**config.mk**
```make
export PLATFORM = sky130hd
export DESIGN_NAME = stdout_hex_uart
export DESIGN_NICKNAME = d
export VERILOG_FILES = /design/src/rtl/stdout_hex_uart.sv
export SDC_FILE = /design/constraint.sdc
export NUM_CORES = 1
export LEC_CHECK = 0
export BUFFER_PORTS_ARGS = -buffer_cell sky130_fd_sc_hd__clkbuf_2
export CORE_AREA = 2 2 79 81
export CTS_BUF_LIST = sky130_fd_sc_hd__clkbuf_8
export DETAILED_ROUTE_END_ITERATION = 10
export DIE_AREA = 0 0 81 83
export PLACE_DENSITY = 0.68
export SLEW_MARGIN = 20
export SYNTH_ARGS = -nofsm -noshare
export SYNTH_HDL_FRONTEND = slang
export SYNTH_SLANG_ARGS = --single-unit
```
**constraint.sdc**
```tcl
create_clock -name clk_i -period 4.8 [get_ports clk_i]
set_input_delay 0.72 -clock clk_i [delete_from_list [all_inputs] [get_ports clk_i]]
set_output_delay 0.72 -clock clk_i [all_outputs]
set_load 0.05 [all_outputs]
```
**src/rtl/stdout_hex_uart.sv**
```systemverilog
// stdout_hex_uart: prints each accepted 16-bit stdout word as 4 uppercase hex chars plus EOL on an 8N1 UART
module stdout_hex_uart #(
   parameter int CLKS_PER_BIT = 868,
   parameter bit EOL_CRLF     = 1'b1
) (
   input  logic        clk_i,
   input  logic        rst_n,
   input  logic        stdout_val_i,
   input  logic [15:0] stdout_data_i,
   output logic        stdout_rdy_o,
   output logic        uart_tx_o,
   output logic        busy_o
);
   localparam int BW = $clog2(CLKS_PER_BIT);
   localparam logic [BW-1:0] BAUD_MAX = BW'(CLKS_PER_BIT - 1);
   localparam logic [2:0] LAST_CHAR = EOL_CRLF ? 3'd5 : 3'd4;

   typedef enum logic [1:0] {IDLE, START, DATA, STOP} state_t;

   state_t        state_q, state_d;
   logic [BW-1:0] baud_q, baud_d;
   logic [2:0]    bit_q, bit_d, char_q, char_d;
   logic [15:0]   word_q;
   logic          tick, accept, tx_d;
   logic [7:0]    cur_char;

   function automatic logic [7:0] hex_ascii(input logic [3:0] n);
      return (n < 4'd10) ? 8'h30 + {4'h0, n} : 8'h37 + {4'h0, n};
   endfunction

   function automatic logic [7:0] char_of(input logic [15:0] w, input logic [2:0] i);
      return (i == 3'd0) ? hex_ascii(w[15:12]) :
             (i == 3'd1) ? hex_ascii(w[11:8])  :
             (i == 3'd2) ? hex_ascii(w[7:4])   :
             (i == 3'd3) ? hex_ascii(w[3:0])   :
             (i == LAST_CHAR) ? 8'h0A : 8'h0D;
   endfunction

   assign stdout_rdy_o = (state_q == IDLE);
   assign busy_o       = ~stdout_rdy_o;

   // next-state, counters and the registered tx value for the coming cycle
   always_comb begin
      state_d  = state_q;
      baud_d   = baud_q;
      bit_d    = bit_q;
      char_d   = char_q;
      tick     = (baud_q == BAUD_MAX);
      accept   = (state_q == IDLE) && stdout_val_i;
      if (state_q != IDLE) baud_d = tick ? '0 : baud_q + BW'(1);
      case (state_q)
         IDLE: if (accept) begin
            state_d = START;
            baud_d  = '0;
            bit_d   = '0;
            char_d  = '0;
         end
         START: if (tick) begin
            state_d = DATA;
            bit_d   = '0;
         end
         DATA: if (tick) begin
            state_d = (bit_q == 3'd7) ? STOP : DATA;
            bit_d   = bit_q + 3'd1;
         end
         STOP: if (tick) begin
            state_d = (char_q == LAST_CHAR) ? IDLE : START;
            char_d  = (char_q == LAST_CHAR) ? char_q : char_q + 3'd1;
         end
         default: state_d = IDLE;
      endcase
      cur_char = char_of(word_q, char_d);
      tx_d     = (state_d == START) ? 1'b0 : (state_d == DATA) ? cur_char[bit_d] : 1'b1;
   end

   // state, counters and the tx flop; reset drops any partial word
   always_ff @(posedge clk_i or negedge rst_n) begin
      if (!rst_n) begin
         state_q   <= IDLE;
         baud_q    <= '0;
         bit_q     <= '0;
         char_q    <= '0;
         uart_tx_o <= 1'b1;
      end else begin
         state_q   <= state_d;
         baud_q    <= baud_d;
         bit_q     <= bit_d;
         char_q    <= char_d;
         uart_tx_o <= tx_d;
      end
   end

   // word register, loaded only at the accepting edge
   always_ff @(posedge clk_i or negedge rst_n) begin
      if (!rst_n) word_q <= '0;
      else if (accept) word_q <= stdout_data_i;
   end
endmodule

```
# [After elaboration in Yosys (flattened, before gate mapping)]
# Cells that the tools add are included.
[totals] ff_bits=35 latchBits=0 ramBits=0 romBits=0 input_bits=19 output_inout_bits=3 word_cells=71 mem_count=0
[op_classes] add_sub_neg=11 multipliers=0 div=0 n_lt_le_gt_ge=5 n_eq_ne=12 shift=0 mux=32 n_bitwise=1 n_reduce_logical=4
[op_table] op="6-bit by 4-bit adder with 7-bit output (first input constant)" n=8
[op_table] op="7-bit two-way mux" n=8
[op_table] op="10-bit two-way mux" n=4
[op_table] op="3-bit two-way mux" n=7
[op_table] op="4-bit less-than comparator (second input constant)" n=4
[op_table] op="10-bit by 1-bit adder with 10-bit output (second input constant)" n=1
[op_table] op="10-bit == test (second input constant)" n=1
[op_table] op="3-bit == test (second input constant)" n=3
[op_table] op="3-bit case mux with 3 select lines" n=1
[op_table] op="2-bit two-way mux" n=4
[op_table] op="2-bit case mux with 4 select lines" n=1
[op_table] op="3-bit by 1-bit adder with 3-bit output (second input constant)" n=2
[op_table] op="2-bit == test (second input constant)" n=3
[op_table] op="3-bit by 2-bit == test with 1-bit output (second input constant)" n=2
[op_table] op="3-bit case mux with 2 select lines" n=1
[op_table] op="1-bit two-way mux" n=5
[op_table] op="2-bit by 1-bit == test with 1-bit output (second input constant)" n=2
[op_table] op="3-bit by 4-bit less-than comparator with 1-bit output (second input constant)" n=1
[op_table] op="1-bit binary-select mux with 3-bit select" n=1
[op_table] op="3-bit by 1-bit == test with 1-bit output (second input constant)" n=1
[op_table] op="3-bit zero test" n=1
[op_table] op="2-bit zero test" n=1
[op_table] op="2-bit nonzero test" n=1
[op_table] op="1-bit logical AND" n=1
[op_table] op="1-bit NOT" n=1

# [Depth between registers and ports, before layout]
# Gate-level depths: netlist of the first run.
[depth] ltp_word=14 ltp_mapped=14

# [Worst setup path before layout of the first run]
# OpenSTA, ideal clock, no wires.
[synth_path] kind="reg2reg" startpoint="register state_q[0]" endpoint="register uart_tx_o" setup_ps=82 arrival_time_ps=2746 required_time_ps=4718 path_slack_ps=1972 stages_incl_launch_ff=13 path_buffers=1 cell_sequence="dfrtp_1 > inv_1 > ha_1 > and2b_4 > o21a_1 > nor3_1 > or2_1 > buf_6 > inv_4 > or4_4 > o31ai_2 > a41oi_1 > a22oi_1"
[synth_between] elab_chain_len=14
[synth_lines] element="start: declaration" line_no="20" rtl="state_t state_q, state_d;"
[synth_lines] element="start signal: assignment" line_no="85" rtl="state_q <= state_d;"
[synth_lines] element="2-bit zero test *"
[synth_lines] element="net stdout_rdy_o" line_no="10" rtl="output logic stdout_rdy_o,"
[synth_lines] element="1-bit logical AND" line_no="49" rtl="accept = (state_q == IDLE) && stdout_val_i;"
[synth_lines] element="3-bit two-way mux" line_no="52" rtl="IDLE: if (accept) begin"
[synth_lines] element="3-bit case mux with 2 select lines *" line_no="51" rtl="case (state_q)"
[synth_lines] element="net char_d[1]" line_no="22" rtl="logic [2:0] bit_q, bit_d, char_q, char_d;"
[synth_lines] element="3-bit == test" line_no="36" rtl="(i == LAST_CHAR) ? 8'h0A : 8'h0D;"
[synth_lines] element="3-bit two-way mux" line_no="36"
[synth_lines] element="7-bit two-way mux" line_no="35" rtl="(i == 3'd3) ? hex_ascii(w[3:0]) :"
[synth_lines] element="7-bit two-way mux" line_no="34" rtl="(i == 3'd2) ? hex_ascii(w[7:4]) :"
[synth_lines] element="7-bit two-way mux" line_no="33" rtl="(i == 3'd1) ? hex_ascii(w[11:8]) :"
[synth_lines] element="7-bit two-way mux *" line_no="32" rtl="return (i == 3'd0) ? hex_ascii(w[15:12]) :"
[synth_lines] element="1-bit binary-select mux with 3-bit select *" line_no="73" rtl="tx_d = (state_d == START) ? 1'b0 : (state_d == DATA) ? cur_char[bit_d] : 1'b1;"
[synth_lines] element="1-bit two-way mux (not written as such) *" line_no="73"
[synth_lines] element="1-bit two-way mux * (2 in series)" line_no="73"
[synth_lines] element="net tx_d" line_no="24" rtl="logic tick, accept, tx_d;"
[synth_lines] element="end signal: assignment" line_no="89" rtl="uart_tx_o <= tx_d;"
[synth_lines] element="end: declaration" line_no="11" rtl="output logic uart_tx_o,"
# Mark *: on every way through the listed nets, which the timed path passes. The rest lies on a longest branch. The select of a mux whose other input is x is not followed.
# A chain may end at the register's enable or synchronous reset.

# [Worst setup path after layout of the first run]
[layout_path] startpoint="register baud_q[0]" endpoint="register uart_tx_o"
[layout_rtl] element="start: declaration" line_no="21" rtl="logic [BW-1:0] baud_q, baud_d;"
[layout_rtl] element="start signal: assignment" line_no="86" rtl="baud_q <= baud_d;"
[layout_rtl] element="10-bit == test *" line_no="48" rtl="tick = (baud_q == BAUD_MAX);"
[layout_rtl] element="3-bit two-way mux (on tied branches)" line_no="62, 58"
[layout_rtl] element="3-bit case mux with 3 select lines *" line_no="51"
[layout_rtl] element="net bit_d[0]" line_no="22"
[layout_rtl] element="1-bit binary-select mux with 3-bit select *" line_no="73"
[layout_rtl] element="1-bit two-way mux (not written as such) *" line_no="73"
[layout_rtl] element="1-bit two-way mux * (2 in series)" line_no="73"
[layout_rtl] element="net tx_d" line_no="24"
# Marks and branches as above.

==> flow_metrics.py, run 1 <==
metrics = {
    "power_and_ir_drop": {
        "clkPwrFrac_pct": 19.4,
        "report.power.total_mw": 1.38,
        "p_sw_mw": 0.563,
        "intPower_mw": 0.822,
        "p_seq_share_pct": 35.5,
        "p_leak_nw": 1.23,
        "ir_drop_v": 0.000271,
        "p_sw_share_pct": 40.6,
        "p_comb_share_pct": 45.0,
        "p_per_area_nw_per_um2": 518,
    },
    "cts": {
        "cts_setup_buffers": 0,
        "clk_path_buf_depth": 2,
        "cts_root_buf": "clkbuf_8",
        "clk_latency_ps": 290,
        "cts-resized-gates": 0,
        "cts_tree": "yes",
        "tritoncts.num_buffers": 5,
        "cts_hold_buf": 0,
        "clkSlewWorstSetupHoldPaths_ps": 80,
        "htree_levels": 2,
        "clock-sinks": 35,
    },
    "worst_setup_path": {
        "cp_max_fo": 10,
        "crit_type": "register to register",
        "start_kind": "register",
        "crit_family": "compound AO/OA/AOI/OAI gates",
        "arrival_ps": 3450,
        "worst-path-buf-inv": 3,
        "cp_slowest_cell": "o21ai_1",
        "worstPathCellList": "ha_1 -> nor2b_1 -> and3_1 -> inv_2 -> ha_1 -> inv_1 -> a22oi_1 -> o21ai_1 -> inv_1 -> a2111o_1 -> a22oi_1",
        "crit_required_ps": 5010,
        "end_kind": "register",
        "critPathMaxStageDelay_ps": 550,
    },
    "grt": {
        "grt_pass1_wl_um": 9000,
        "grt-ovfl-total": 0,
        "grt_max_degree": 36,
        "antenna_found_initial": 0,
        "gr-usage-all-layers_pct": 16.6,
        "first_global_vias": 1977,
    },
    "detailed_routing": {
        "drt_wl_total_um": 5190,
        "vias": 2041,
        "drtIter0Drc": 92,
        "firstDrtPassIters": 4,
        "routed-wl-met2_um": 2560,
        "dr_wl_met3_um": 168,
        "ant_nets": 0,
        "routedWlPerCell_um": 14.4,
        "vias_per_cell": 5.67,
        "top_layer": "met4",
        "wl_met1_um": 2330,
        "drc_errors": 0,
    },
    "timing": {
        "worst_slew_pin_slew_ps": 858,
        "hold_viol": 0,
        "clock_skew_ps": 5.93,
        "min_period_ps": 3240,
        "fin_crit_sh_pct": 67.5,
        "finalSetupTns_ps": 0,
        "max_freq_ghz": 0.309,
        "drv_slew": 0,
        "setup_viol": 0,
        "slew_headroom_pct": 42.8,
        "rsz0062_at_grt": "no",
        "holdWs_ps": 507,
    },
    "synth": {
        "synth-edff-count": 0,
        "synth_fp_nets": 298,
        "syn_area_um2": 2420,
        "synth_ff_type": "dfrtp_1",
        "synth_seq_cells": 35,
        "synth_area_leaders": "dfrtp_1, mux2_2, ha_1",
        "async_flop_share_pct": 100,
        "synth_cell_types": 63,
        "syn_area_per_cell_um2": 9.12,
        "synth_top_area_cell": "dfrtp_1",
        "yosys_warnings": 0,
        "netlist.area_leader.share_pct": 35.2,
        "synthCells": 265,
        "seq_area_frac_synth_pct": 36.3,
    },
    "floorplan": {
        "rows": 28,
        "die_area_um2": 6720,
        "die_w_um": 81,
        "io_pins": 22,
        "die_h_um": 83,
        "core_um2": 5820,
        "initial_utilization_pct": 41.6,
    },
    "placed_design": {
        "post-dp-hpwl_um": 3850,
        "gp_congestion": 0.889,
        "port_buffers": 21,
    },
    "layout": {
        "diodes": 0,
        "drive_gt1_share_pct": 20.7,
        "area_growth_pct": 10.7,
        "nets": 317,
    },
    "status": {
        "status": "complete, no violations",
    },
    "job": {
        "drv_cap": 0,
    },
    "hold_path": {
        "hold_path.class": "register to register",
    },
}
cell usage after synthesis, types with 5 or more instances:
cell      count
and3_1        7
nand3_1       7
xnor2_1       5
nor2_1       14
dfrtp_1      34
nor3_1        9
mux2_2       16
inv_1        20
ha_1         14
clkbuf_1      5
nand2_1      20
o21ai_0      24
a21oi_1      13
power by group through the flow:
stage	Clock, mW	Combinational [mW]	Sequential (mW)
after floorplan	0	0.492	0.487
after global placement	0	0.616	0.492
after detailed placement	0	0.624	0.497
after CTS	0.278	0.627	0.492
after global routing	0.292	0.707	0.512
final	0.269	0.624	0.492
through the flow:
stage | instances | worst slack [ps] | util, % | instance area (um2)
2_1_floorplan | 265 | 1970 | - | 2420
3_3_place_gp | 352 | 1720 | 44.1 | 2560
3_5_place_dp | 352 | 1610 | 44.1 | 2560
4_1_cts | 360 | 1580 | 46.0 | 2680
5_1_grt | 360 | 1290 | 46.0 | 2680
6_report | 360 | 1560 | 46.0 | 2680
area by class of cell:
class / instances / area, um2
fillers: 585 / 3140
inverters: 22 / 85.1
well taps: 75 / 93.8
clock buffers: 5 / 68.8
repair buffers: 21 / 105
flip-flops and latches: 35 / 877
clock inverters: 3 / 43.8
multi-input cells: 199 / 1400
cells in the final DEF (no fill, tap or decap), types with 3 or more instances in the layout:
| cell | synthesis | routed |
|---|---|---|
| a21oi_1 | 13 | 13 |
| xnor2_1 | 5 | 5 |
| a31oi_1 | 3 | 3 |
| o21ai_0 | 24 | 24 |
| o22ai_1 | 4 | 4 |
| nor2b_1 | 3 | 3 |
| nor3_1 | 9 | 9 |
| ha_1 | 14 | 14 |
| nand2_1 | 20 | 20 |
| dfrtp_1 | 34 | 34 |
| or2_1 | 3 | 3 |
| a22oi_1 | 4 | 4 |
| nand3_1 | 7 | 7 |
| nor2_1 | 14 | 14 |
| clkbuf_2 | 0 | 21 |
| nand4_1 | 4 | 4 |
| inv_1 | 20 | 20 |
| o21a_1 | 4 | 4 |
| and3_1 | 7 | 7 |
| clkbuf_8 | 0 | 5 |
| mux2_2 | 16 | 16 |
| o211ai_1 | 3 | 3 |
state kept, by name, summed over array words and instances, names as in the netlist:
name and cells:
bit_q 3, state_q 2, baud_q 10, char_q 3, word_q 16, uart_tx_o 1
metal layers:
layer  global-route usage, %  up-vias
met5                       0        -
met4                    6.47        0
met3                    3.70       15
met2                    26.7       39
met1                    21.6      972
li1                        -     1015
final timing paths:
| kind | from | cells past startpoint | slack [ps] | to |
|---|---|---|---|---|
| setup / recovery | baud_q[0] | 11 | 1560 | uart_tx_o |
| hold / removal | word_q[4] | 1 | 510 | word_q[4] |
| setup reg to reg | baud_q[0] | 11 | 1560 | uart_tx_o |
| hold reg to reg | word_q[4] | 1 | 510 | word_q[4] |
| max in group asynchronous | rst_n | 1 | 3740 | word_q[6] |
| min in group asynchronous | rst_n | 1 | 520 | baud_q[7] |
kinds of logic after synthesis:
logic type	count (synthesis)	synth area share [%]
buffers and inverters	31	5.75
xor gates and xnor gates	6	2.17
DFF	35	36.3
adders and majority gates	14	7.25
and+or+nand+nor	80	17.8
AOI/OAI and AO/OA	83	23.3
muxes	16	7.45
No activity file was read; power rests on OpenSTA's default activity.
==> run 2: changes to the inputs <==
Settings changed: ABC_AREA from default to 1, CORE_AREA 2 2 79 81 to 2 2 81 83, DIE_AREA 0 0 81 83 to 0 0 83 85, PLACE_DENSITY 0.68 to 0.7.
Clock period 4.8 ns to 2.9 ns, I/O delays scaled along.
==> run 2 against run 1 <==
Effect of this change: clock power grew 48%; power shrank 35%; global-route usage shrank 1.3 points; core utilization shrank 0.59 points; critical path depth grew 12; flip-flop and latch count is the same; clock skew shrank 0.70 ps; maximum frequency grew 30%; largest power group is now sequential cells; wire length shrank 2.3%; highest routed layer unchanged.
==> flow_metrics.py, run 2 <==
metrics = {
    "cts": {
        "cts_root_buf": "clkbuf_8",
        "clk_latency_ps": 290,
        "cts_tree": "yes",
        "clkSlewWorstSetupHoldPaths_ps": 80,
        "tritoncts.num_buffers": 5,
        "clk_path_buf_depth": 2,
        "clock-sinks": 35,
        "cts_hold_buf": 0,
        "cts-resized-gates": 0,
        "cts_setup_buffers": 0,
        "htree_levels": 2,
    },
    "timing": {
        "fin_crit_sh_pct": 86.1,
        "worst_slew_pin_slew_ps": 870,
        "rsz0062_at_grt": "no",
        "hold_viol": 0,
        "setup_viol": 0,
        "slew_headroom_pct": 42.0,
        "finalSetupTns_ps": 0,
        "drv_slew": 0,
        "max_freq_ghz": 0.401,
        "clock_skew_ps": 5.23,
        "min_period_ps": 2500,
    },
    "layout": {
        "final_common_cell": "nand2_1",
        "regMostFlops": "word_q",
        "stdcell_area_um2": 2820,
        "nets": 413,
        "diodes": 0,
        "num-fill-cells": 608,
        "drive_gt1_share_pct": 15.7,
        "seq_area_um2": 877,
        "multi_input_area_um2": 1400,
        "reg.largest.list": "word_q (16), baud_q (10)",
        "area_growth_pct": 11.6,
        "largest_reg_flops": 16,
        "final_cell_mix": "nand2_1, inv_1, nor2_1",
    },
    "floorplan": {
        "core_um2": 6200,
        "die_area_um2": 7060,
        "rows": 29,
        "die_h_um": 85,
        "initial_utilization_pct": 40.7,
        "die_w_um": 83,
        "io_pins": 22,
    },
    "synth": {
        "synth_cell_types": 36,
        "yosys_warnings": 0,
        "synth_top_area_cell": "dfrtp_1",
        "syn_area_per_cell_um2": 7.11,
        "synth_seq_cells": 35,
        "synth_commonest_cells": "nand2_1, inv_1, nor2_1",
        "synth-edff-count": 0,
        "synth_ff_type": "dfrtp_1",
        "synthCells": 355,
        "async_flop_share_pct": 100,
        "netlist.area_leader.share_pct": 33.7,
        "synth.most_common_cell": "nand2_1",
        "syn_area_um2": 2520,
        "seq_area_frac_synth_pct": 34.7,
        "synth_fp_nets": 388,
        "synth_area_leaders": "dfrtp_1, nand2_1, inv_1",
    },
    "worst_setup_path": {
        "arrival_ps": 2720,
        "start_kind": "register",
        "cp_max_fo": 9,
        "crit_type": "register to register",
        "end_kind": "register",
        "r2r_slack_ps": 400,
        "reg2reg_depth": 23,
        "r2r_start": "state_q[1]",
        "crit_required_ps": 3120,
        "r2r_end": "uart_tx_o",
    },
    "grt": {
        "antenna_found_initial": 0,
        "grt-ovfl-total": 0,
        "grt_max_degree": 36,
        "grt_pass1_wl_um": 9090,
        "gr-usage-all-layers_pct": 15.3,
        "first_global_vias": 2129,
    },
    "detailed_routing": {
        "firstDrtPassIters": 5,
        "drtIter0Drc": 94,
        "drt_wl_total_um": 5070,
        "vias": 2239,
        "routedWlPerCell_um": 11.1,
        "drc_errors": 0,
        "vias_per_cell": 4.89,
        "ant_nets": 0,
    },
    "hold_path": {
        "hold_path.class": "primary input to asynchronous set/reset pin",
    },
    "power_and_ir_drop": {
        "p_per_area_nw_per_um2": 321,
        "ir_drop_v": 0.000264,
        "p_leak_nw": 1.58,
    },
    "job": {
        "drv_cap": 0,
    },
    "status": {
        "status": "complete, no violations",
    },
    "placed_design": {
        "port_buffers": 21,
        "gp_congestion": 0.865,
        "placed_cell_area_um2": 2720,
        "post-dp-hpwl_um": 3870,
    },
}
run 2: cell types whose count changed after synthesis, sizes merged, moves of 5 or more:
cell | before | now
a21oi | 13 | 25
and3 | 7 | 0
inv | 22 | 57
mux2 | 16 | 4
nand2 | 20 | 81
nand3 | 7 | 26
nor2 | 14 | 52
nor3 | 9 | 3
xnor2 | 5 | 0
xor2 | 1 | 8
run 2: through the flow:
step,std cells,utilization [%],worst slack [ps],power [mW],hold WS (ps)
after floorplan,355,-,338,0.498,139
after global routing,458,45.4,61.2,0.947,331
final,458,45.4,403,0.906,245
after detailed placement,450,43.8,415,0.519,512
after global placement,450,43.8,520,0.519,507
after CTS,458,45.4,400,0.922,281
run 2: layer usage:
metal  vias up  track usage, %  wire length [um]
met2        41            25.1              2370
met4         0            6.11                28
li1       1195               -                 -
met1       999            19.9              2500
met3         4            3.31               167
met5         -               0                 0
run 2: layout make-up:
type / count / area share [%]
sequential: 35 / 31.1
clock buffer: 7 / 3.42
tap: 77 / 3.42
timing repair buffer: 23 / 4.26
multi-input combinational: 256 / 49.7
clock inverter: 1 / 0.133
inverter: 59 / 7.95
run 2: worst max-delay path by stage:
| stage | from | to | slack [ps] | cells past startpoint |
|---|---|---|---|---|
| finish | state_q[1] | uart_tx_o | 400 | 23 |
| global route | state_q[0] | uart_tx_o | 60 | 22 |
| CTS | state_q[1] | uart_tx_o | 400 | 23 |
| detailed placement | state_q[1] | uart_tx_o | 410 | 23 |
| global placement | state_q[1] | uart_tx_o | 520 | 23 |
| floorplan | state_q[1] | uart_tx_o | 340 | 23 |
run 2: cell families after synthesis:
| logic type | synth area share, % |
|---|---|
| compound gates | 13.3 |
| xor+xnor | 2.78 |
| buf+inv | 9.81 |
| simple gates | 30.6 |
| flops | 34.7 |
| mux | 1.78 |
| fa+ha+maj | 6.94 |
run 2: worst max-delay path, cell delays in order, from the launching register on:
cell and delay, ps:
dfrtp_1 430, inv_1 120, ha_1 270, nand2_2 90, nand2_2 180, nand2_2 100
a21oi_2 120, nand2_2 80, nand2_4 100, inv_4 50, nor2_8 160, nand3_1 80
nand2_1 60, inv_1 40, nand2_1 60, nand2_1 60, nand2_1 50, nand3_1 80
nand2_1 60, inv_1 40, nand2_1 40, nand3_1 60, nand2_1 60, inv_1 40
run 2: where the power goes:
part / internal, mW / switching [mW]
logic: 0.00847 / 0.0121
clock network: 0.214 / 0.184
registers: 0.488 / 0
total: 0.710 / 0.196
